## config.mk

```make
export PLATFORM = sky130hd
export DESIGN_NAME = whack_game_controller
export DESIGN_NICKNAME = d
export VERILOG_FILES = /design/src/rtl/whack_game_controller.sv
export SDC_FILE = /design/constraint.sdc
export NUM_CORES = 1
export LEC_CHECK = 0
export CORE_MARGIN = 4
export CORE_UTILIZATION = 35
export CTS_CLUSTER_SIZE = 28
export DETAILED_ROUTE_END_ITERATION = 10
export PLACE_DENSITY = 0.65
export SKIP_CTS_REPAIR_TIMING = 1
export SYNTH_ARGS = -nofsm -noshare
export SYNTH_HDL_FRONTEND = slang
export SYNTH_SLANG_ARGS = --single-unit
export TNS_END_PERCENT = 20
```

## constraint.sdc

```tcl
create_clock -name clock_i -period 9.8 [get_ports clock_i]
set_input_delay 2.45 -clock clock_i [delete_from_list [all_inputs] [get_ports clock_i]]
set_output_delay 2.45 -clock clock_i [all_outputs]
set_load 0.01 [all_outputs]
```

## src/rtl/whack_game_controller.sv

```systemverilog
// Whack-an-engineer game controller: screen sequencing plus the game datapath
// (mole spawn from an LFSR, hit matching, saturating score/miss counters and
// the tick-driven countdown). All outputs are registered.
//
// state          | meaning
// S_IDLE         | after reset, moves straight on
// S_START_SCREEN | waiting for start_game
// S_START_GAME   | one cycle, clears the game datapath
// S_IN_GAME      | ticks run, moles spawn, hits are scored
// S_PAUSED       | everything in the game frozen
// S_GAME_OVER    | results held until start_game
module whack_game_controller #(
  parameter int NUM_MOLES  = 5,
  parameter int SCORE_W    = 8,
  parameter int TIME_W     = 6,
  parameter int GAME_TICKS = 60,
  parameter int TICK_DIV   = 50_000_000,
  parameter int MOLE_LIFE  = 3
) (
  input  logic                 clock_i,
  input  logic                 reset_i,
  input  logic                 start_game_i,
  input  logic                 pause_i,
  input  logic [NUM_MOLES-1:0] hit_i,
  output logic [2:0]           state_o,
  output logic [NUM_MOLES-1:0] moles_up_o,
  output logic [SCORE_W-1:0]   score_o,
  output logic [SCORE_W-1:0]   misses_o,
  output logic [TIME_W-1:0]    time_left_o,
  output logic                 hit_pulse_o
);

  localparam int TICK_W = (TICK_DIV > 1) ? $clog2(TICK_DIV) : 1;
  localparam int LIFE_W = $clog2(MOLE_LIFE + 1);
  localparam logic [TICK_W-1:0] TICK_LAST = TICK_W'(TICK_DIV - 1);

  typedef enum logic [2:0] {
    S_IDLE         = 3'd0,
    S_START_SCREEN = 3'd1,
    S_START_GAME   = 3'd2,
    S_IN_GAME      = 3'd3,
    S_PAUSED       = 3'd4,
    S_GAME_OVER    = 3'd5
  } state_t;

  state_t               state_q, state_d;
  logic [TICK_W-1:0]    tick_cnt_q, tick_cnt_d;
  logic [15:0]          lfsr_q, lfsr_d;
  logic [LIFE_W-1:0]    life_q, life_d;
  logic [NUM_MOLES-1:0] moles_q, moles_d;
  logic [SCORE_W-1:0]   score_q, score_d;
  logic [SCORE_W-1:0]   misses_q, misses_d;
  logic [TIME_W-1:0]    time_q, time_d;
  logic [NUM_MOLES-1:0] hit_prev_q;
  logic                 hit_pulse_q, hit_pulse_d;

  logic                 hit_edge, hit_match, tick, expire, wrong_hit;
  logic [7:0]           spawn_idx;
  logic [NUM_MOLES-1:0] spawn_mask;

  function automatic logic [SCORE_W-1:0] sat_inc(input logic [SCORE_W-1:0] v, input logic en);
    return (en && (v != '1)) ? v + SCORE_W'(1) : v;
  endfunction

  assign hit_edge   = (|hit_i) & ~(|hit_prev_q);
  assign hit_match  = |(hit_i & moles_q);
  assign spawn_idx  = lfsr_q[7:0] % 8'(NUM_MOLES);
  assign spawn_mask = NUM_MOLES'(1) << spawn_idx;

  // State and datapath registers; reset clears everything and seeds the LFSR.
  always_ff @(posedge clock_i or posedge reset_i) begin
    if (reset_i) begin
      state_q     <= S_IDLE;
      tick_cnt_q  <= '0;
      lfsr_q      <= 16'hACE1;
      life_q      <= '0;
      moles_q     <= '0;
      score_q     <= '0;
      misses_q    <= '0;
      time_q      <= '0;
      hit_prev_q  <= '0;
      hit_pulse_q <= 1'b0;
    end else begin
      state_q     <= state_d;
      tick_cnt_q  <= tick_cnt_d;
      lfsr_q      <= lfsr_d;
      life_q      <= life_d;
      moles_q     <= moles_d;
      score_q     <= score_d;
      misses_q    <= misses_d;
      time_q      <= time_d;
      hit_prev_q  <= hit_i;
      hit_pulse_q <= hit_pulse_d;
    end
  end

  // Next-state and game datapath; everything holds unless IN_GAME is running unpaused.
  always_comb begin
    state_d     = state_q;
    tick_cnt_d  = tick_cnt_q;
    lfsr_d      = {lfsr_q[14:0], lfsr_q[15] ^ lfsr_q[13] ^ lfsr_q[12] ^ lfsr_q[10]};
    life_d      = life_q;
    moles_d     = moles_q;
    score_d     = score_q;
    misses_d    = misses_q;
    time_d      = time_q;
    hit_pulse_d = 1'b0;
    tick        = 1'b0;
    expire      = 1'b0;
    wrong_hit   = 1'b0;
    case (state_q)
      S_IDLE: state_d = S_START_SCREEN;
      S_START_SCREEN: if (start_game_i) state_d = S_START_GAME;
      S_START_GAME: begin
        score_d    = '0;
        misses_d   = '0;
        time_d     = TIME_W'(GAME_TICKS);
        moles_d    = '0;
        life_d     = '0;
        tick_cnt_d = '0;
        state_d    = S_IN_GAME;
      end
      S_IN_GAME: begin
        // Pause wins over everything else this cycle, including a final tick.
        if (pause_i) begin
          state_d = S_PAUSED;
        end else begin
          tick       = (tick_cnt_q == TICK_LAST);
          tick_cnt_d = tick ? '0 : tick_cnt_q + TICK_W'(1);
          if (moles_q == '0) begin
            moles_d = spawn_mask;
            life_d  = LIFE_W'(MOLE_LIFE);
          end else if (tick) begin
            life_d = life_q - LIFE_W'(1);
            if (life_q == LIFE_W'(1)) begin
              moles_d = '0;
              expire  = 1'b1;
            end
          end
          if (hit_edge) begin
            if (hit_match) begin
              score_d     = sat_inc(score_q, 1'b1);
              hit_pulse_d = 1'b1;
              moles_d     = '0;
              expire      = 1'b0;
            end else begin
              wrong_hit = 1'b1;
            end
          end
          misses_d = sat_inc(sat_inc(misses_q, wrong_hit), expire);
          if (tick) begin
            time_d = time_q - TIME_W'(1);
            if (time_q == TIME_W'(1)) state_d = S_GAME_OVER;
          end
        end
      end
      S_PAUSED: if (!pause_i) state_d = S_IN_GAME;
      S_GAME_OVER: if (start_game_i) state_d = S_START_SCREEN;
      default: state_d = S_IDLE;
    endcase
  end

  assign state_o     = state_q;
  assign moles_up_o  = moles_q;
  assign score_o     = score_q;
  assign misses_o    = misses_q;
  assign time_left_o = time_q;
  assign hit_pulse_o = hit_pulse_q;

endmodule

```

==> flow_metrics.env, run 1 <==
export IMPL_fillerInstances=1343
export IMPL_antenna_found_initial=0
export IMPL_drt_initial_drc_count=343
export IMPL_drcViolationCount=0
export IMPL_async_reset_ff_frac=1.000
export IMPL_cts_tree="done"
export IMPL_ys_ff_latch=80
export IMPL_die_area_um2=16010
export IMPL_setup_tns_final_ns=0
export IMPL_finClkSkew_ns=0.009146
export IMPL_status="finished, final reports clean"
export IMPL_hold_violations=0
export IMPL_synth_area_top_cells="dfrtp_1 (37%), dfstp_2 (4.3%), nand2_1 (4.2%)"
export IMPL_drt_pass1_iter_count=5
export IMPL_portBuffers=39
export IMPL_io_pins=40
export IMPL_synth_main_ff_cell="dfrtp_1"
export IMPL_netlist_top_cell_by_area="dfrtp_1"
export IMPL_synth_area_um2=4918
export IMPL_rr_worst_depth=11
export IMPL_grt_pass1_wl_mm=20.13
export IMPL_maxSlewViolCount=0
export IMPL_startpoint_type="input pin"
export IMPL_seq_area_frac_synth=0.4091
export IMPL_ant_nets=0
export IMPL_clockBufferDepth=2
export IMPL_min_period_ns=5.406
export IMPL_synth_top_cell_area_share=0.3663
export IMPL_holdPathStages=0
export IMPL_setup_viol=0
export IMPL_fin_nets=578
export IMPL_place_congestion=0.8747
export IMPL_wl_per_cell_um=15.63
export IMPL_synth_cell_types=82
export IMPL_syn_mean_instance_area_um2=9.245
export IMPL_root_buffer="clkbuf_16"
export IMPL_numClockSinks=80
export IMPL_arrival_ns=5.63
export IMPL_crit_type="input pin to flop"
export IMPL_grt_max_degree=81
export IMPL_hp_class="flop to flop"
export IMPL_critPathCaptureType="flop"
export IMPL_vias_per_cell=5.587
export IMPL_core_um2=13830
export IMPL_p_leak_nw=2.277
export IMPL_maxCapViolations=0
export IMPL_timing_slew_headroom=0.3310
export IMPL_start_util=0.3557
export IMPL_ys_warn_count=0
export IMPL_clk_pin_slew_ns=0.06
export IMPL_timing_fmax_mhz=185.0
export IMPL_ir_worst_vdd_v=0.0001159
export IMPL_reg2reg_slack_ns=6.17
export IMPL_worstPathRequired_ns=10.02
export IMPL_dieWidth_um=126.5
export IMPL_die_h_um=126.5
export IMPL_grt_ovfl_total=0
export IMPL_numCtsBuffers=9
export IMPL_rsz0062_at_grt="no"
export IMPL_dp_hpwl_mm=8.245
export IMPL_cts_max_level=3
export IMPL_synth_edff_count=0
export IMPL_clock_latency_ns=0.34
export IMPL_drt_wl_total_mm=11.65
export IMPL_num_antenna_cells=0
export IMPL_via_count=4162
export IMPL_synthToLayoutAreaGrowth_pct=17.43
export IMPL_ys_top_cells_by_count="dfrtp_1 (72), nand2_1 (55), nor2_1 (45)"
export IMPL_synth_most_common_cell="dfrtp_1"
export IMPL_synthCells=532
export IMPL_critPathMaxFanout=9
export IMPL_rows=43
export IMPL_drive_gt1_frac=0.08850
export IMPL_worst_slew_pin_slew_ns=1.003
export IMPL_grt_pass1_vias=4066
export IMPL_p_per_area_nw_per_um2=177.2
export IMPL_track_usage=0.1506
export IMPL_postLayoutCoreUtil=0.4177
export IMPL_synthesis_nets=550
export IMPL_finalPower_mw=1.023
export IMPL_period_share=0.5516
==> registers in the layout, indices dropped and copies added, names as in the netlist <==
register / cells
hit_pulse_o: 1
time_left_o: 6
hit_prev_q: 5
score_o: 8
state_o: 3
misses_o: 8
lfsr_q: 16
tick_cnt_q: 26
life_q: 2
moles_up_o: 5
==> power by group <==
part	total, mW	leakage (nW)	internal, mW	switching [mW]
clock network	0.383	0.164	0.250	0.133
logic	0.228	1.07	0.0955	0.133
registers	0.412	1.04	0.366	0.0465
total	1.02	2.28	0.711	0.312
==> layer usage <==
| layer | vias to the layer above | share of wire | track usage |
|---|---|---|---|
| li1 | 2006 | - | - |
| met1 | 2060 | 0.45 | 0.2010 |
| met2 | 82 | 0.49 | 0.2438 |
| met3 | 14 | 0.038 | 0.03832 |
| met4 | 0 | 0.013 | 0.04101 |
| met5 | - | 0 | 0 |
==> cells by family after synthesis <==
family          count (synthesis)  share of synthesized area
buf+inv                        41                    0.03536
simple gates                  226                     0.2490
compound gates                121                     0.1758
xor+xnor                       39                    0.07250
flops                          80                     0.4091
mux                            16                    0.03536
fa+ha+maj                       9                    0.02290
==> through the flow <==
step	instance area, um^2	cells	setup slack [ns]	hold slack (ns)
2_1_floorplan	4918	532	4.833	0.3312
3_3_place_gp	5439	729	4.199	0.3375
3_5_place_dp	5439	729	4.101	0.3375
4_1_cts	5776	745	4.447	0.3628
5_1_grt	5776	745	4.201	0.3769
6_report	5776	745	4.394	0.3612
==> cell usage in the layout, fill, tap and decap left out, types with 11 or more instances in the layout <==
| cell type | count |
|---|---|
| dfrtp_1 | 72 |
| nand3_1 | 22 |
| xnor2_1 | 18 |
| mux2i_1 | 11 |
| nand2b_1 | 12 |
| a21oi_1 | 15 |
| xor2_1 | 19 |
| nor3_1 | 12 |
| o21ai_0 | 33 |
| inv_1 | 16 |
| clkdlybuf4s50_1 | 39 |
| nand2_1 | 55 |
| nand4_1 | 16 |
| nor2_1 | 45 |
==> worst max-delay path: stages <==
cell	delay, ns
clkdlybuf4s50_1	0.47
a222oi_1	0.43
nand2_2	0.24
or3_1	0.53
o21ai_0	0.30
ha_1	0.38
nand2_1	0.15
or4_1	0.41
a32o_1	0.26
==> path summary, 6_finish.rpt <==
path                                      start                        end
setup / recovery                       hit_i[0]    misses_o[6]$_DFFE_PP0P_
hold / removal             lfsr_q[14]$_DFF_PP0_       lfsr_q[15]$_DFF_PP1_
setup reg to reg            lfsr_q[3]$_DFF_PP0_  moles_up_o[4]$_DFFE_PP0P_
hold reg to reg            lfsr_q[14]$_DFF_PP0_       lfsr_q[15]$_DFF_PP1_
max in group asynchronous               reset_i       lfsr_q[14]$_DFF_PP0_
min in group asynchronous               reset_i     state_o[0]$_DFFE_PP0P_
==> final cells by class <==
cell class	instances	area (um^2)	area share
inverter	17	63.81	0.01105
timing repair buffer	41	405.4	0.07019
tap	180	225.2	0.03899
multi-input combinational	411	2733	0.4731
clock buffer	11	232.7	0.04029
sequential	80	2012	0.3484
clock inverter	5	103.9	0.01798
Note: power is estimated with default switching activity, not from simulation.
==> run 2: changes to the inputs <==
==> constraint.sdc (replaced) <==
create_clock -name clock_i -period 5.2 [get_ports clock_i]
set_input_delay 1.3 -clock clock_i [delete_from_list [all_inputs] [get_ports clock_i]]
set_output_delay 1.3 -clock clock_i [all_outputs]
set_load 0.01 [all_outputs]
==> run 2 against run 1 <==
Net effect:
- combinational power up 89%
- total power is 78% higher
- sequential share of layout area is 0.24 points higher
- die area unchanged
- setup slack worse by 3.5 ns
- clock power is 62% higher
- highest routed layer unchanged
- cell area is 0.67% lower
- sequential cell count did not move
- critical endpoint is now misses_o[2]$_DFFE_PP0P_
- final cell count grew 0.13%
==> flow_metrics.env, run 2 (synthesized netlist as in run 1, its figures left out) <==
export IMPL_grt_pass1_vias=4035
export IMPL_timing_fmax_mhz=234.7
export IMPL_ant_nets=0
export IMPL_antenna_found_initial=0
export IMPL_hold_violations=0
export IMPL_power_share_clock=0.340
export IMPL_max_flop_register="tick_cnt_q"
export IMPL_wl_met1_mm=5.248
export IMPL_grt_ovfl_total=0
export IMPL_rsz0062_at_grt="no"
export IMPL_dieWidth_um=126.5
export IMPL_route_met3_wl_um=536
export IMPL_critPathMaxFanout=9
export IMPL_fin_ws_ns=0.9388
export IMPL_p_seq_frac=0.425
export IMPL_cts_tree="done"
export IMPL_worst_slew_pin_slew_ns=1.014
export IMPL_startpoint_type="input pin"
export IMPL_synthToLayoutAreaGrowth_pct=16.64
export IMPL_cts_max_level=3
export IMPL_netSwitchingFraction=0.3187
export IMPL_portBuffers=39
export IMPL_switchingPower_uw=581.5
export IMPL_via_count=4112
export IMPL_largest_reg_flops=26
export IMPL_grt_max_degree=51
export IMPL_whs_ns=0.3538
export IMPL_ir_worst_vdd_v=0.0002288
export IMPL_worstPathRequired_ns=5.40
export IMPL_fin_nets=579
export IMPL_postLayoutCoreUtil=0.4149
export IMPL_root_buffer="clkbuf_16"
export IMPL_num_antenna_cells=0
export IMPL_clk_pin_slew_ns=0.06
export IMPL_io_pins=40
export IMPL_vias_per_cell=5.512
export IMPL_maxSlewViolCount=0
export IMPL_die_area_um2=16010
export IMPL_die_h_um=126.5
export IMPL_period_share=0.8195
export IMPL_pre_cts_ws_ns=0.6396
export IMPL_numClockSinks=80
export IMPL_arrival_ns=4.46
export IMPL_p_per_area_nw_per_um2=318.0
export IMPL_start_util=0.3557
export IMPL_layout_commonest_cell="dfrtp_1"
export IMPL_hp_class="flop to flop"
export IMPL_min_period_ns=4.261
export IMPL_reg2reg_slack_ns=1.54
export IMPL_top_regs="tick_cnt_q x26, lfsr_q x16"
export IMPL_crit_type="input pin to flop"
export IMPL_met2_length_mm=5.489
export IMPL_clock_latency_ns=0.34
export IMPL_maxCapViolations=0
export IMPL_power_internal_mw=1.243
export IMPL_wl_per_cell_um=15.42
export IMPL_timing_slew_headroom=0.3227
export IMPL_clockBufferDepth=2
export IMPL_core_um2=13830
export IMPL_drt_wl_total_mm=11.50
export IMPL_p_leak_nw=2.250
export IMPL_track_usage=0.1508
export IMPL_dp_hpwl_mm=8.233
export IMPL_critPathCaptureType="flop"
export IMPL_drt_initial_drc_count=303
export IMPL_numCtsBuffers=9
export IMPL_combPwrFrac=0.236
export IMPL_dr_max_layer_used="met4"
export IMPL_final_cell_mix="dfrtp_1 (72), nand2_1 (55), nor2_1 (45)"
export IMPL_status="finished, final reports clean"
export IMPL_place_congestion=0.8788
export IMPL_drcViolationCount=0
export IMPL_finalPower_mw=1.824
export IMPL_rows=43
export IMPL_drt_pass1_iter_count=5
export IMPL_finClkSkew_ns=0.005065
export IMPL_drive_gt1_frac=0.09011
export IMPL_setup_tns_final_ns=0
export IMPL_setup_viol=0
export IMPL_grt_pass1_wl_mm=19.96
-- run 2: cell types whose count changed in the layout (fill, tap and decap cells not counted), sizes merged --
cell      delta
buf          +1
bufinv       -2
clkinvlp     +3
inv          -1
-- run 2: metrics by stage --
step | cells | instance area, um^2
after floorplan | 532 | 4918
after global placement | 730 | 5446
after detailed placement | 730 | 5446
after CTS | 746 | 5737
after global routing | 746 | 5737
final | 746 | 5737
-- run 2: final cells by class --
type,instances,area (um^2)
clock inverters,5,57.56
flip-flops and latches,80,2012
well taps,180,225.2
multi-input cells,411,2733
fillers,1343,8090
repair buffers,42,412.9
inverters,17,63.81
clock buffers,11,232.7
-- run 2: worst max-delay path, stage by stage --
cell and delay, ns:
clkdlybuf4s50_1 0.48, a222oi_1 0.42, nand2_2 0.24, or3_1 0.54
o21ai_0 0.30, ha_1 0.36, nand2_1 0.15, a21oi_2 0.25
mux2i_1 0.26, o221ai_1 0.15
-- run 2: metal layers --
| metal | GRT usage | vias to the layer above |
|---|---|---|
| met5 | 0 | - |
| met1 | 0.1992 | 1993 |
| met2 | 0.2397 | 94 |
| met4 | 0.04543 | 0 |
| li1 | - | 2009 |
| met3 | 0.04463 | 16 |
-- run 2: final timing paths --
path / start / to / cells after the start
setup / recovery: hit_i[0] / misses_o[2]$_DFFE_PP0P_ / 10
hold / removal: lfsr_q[14]$_DFF_PP0_ / lfsr_q[15]$_DFF_PP1_ / 0
setup reg to reg: lfsr_q[5]$_DFF_PP1_ / moles_up_o[4]$_DFFE_PP0P_ / 11
hold reg to reg: lfsr_q[14]$_DFF_PP0_ / lfsr_q[15]$_DFF_PP1_ / 0
max in group asynchronous: reset_i / moles_up_o[3]$_DFFE_PP0P_ / 3
min in group asynchronous: reset_i / score_o[4]$_DFFE_PP0P_ / 2
-- run 2: power by group through the flow --
stage | Clock, mW | Sequential, mW | Combinational [mW]
after detailed placement | 0 | 0.785 | 0.434
after global placement | 0 | 0.780 | 0.422
after CTS | 0.638 | 0.774 | 0.436
final | 0.620 | 0.775 | 0.430
after floorplan | 0 | 0.773 | 0.273
after global routing | 0.664 | 0.790 | 0.488
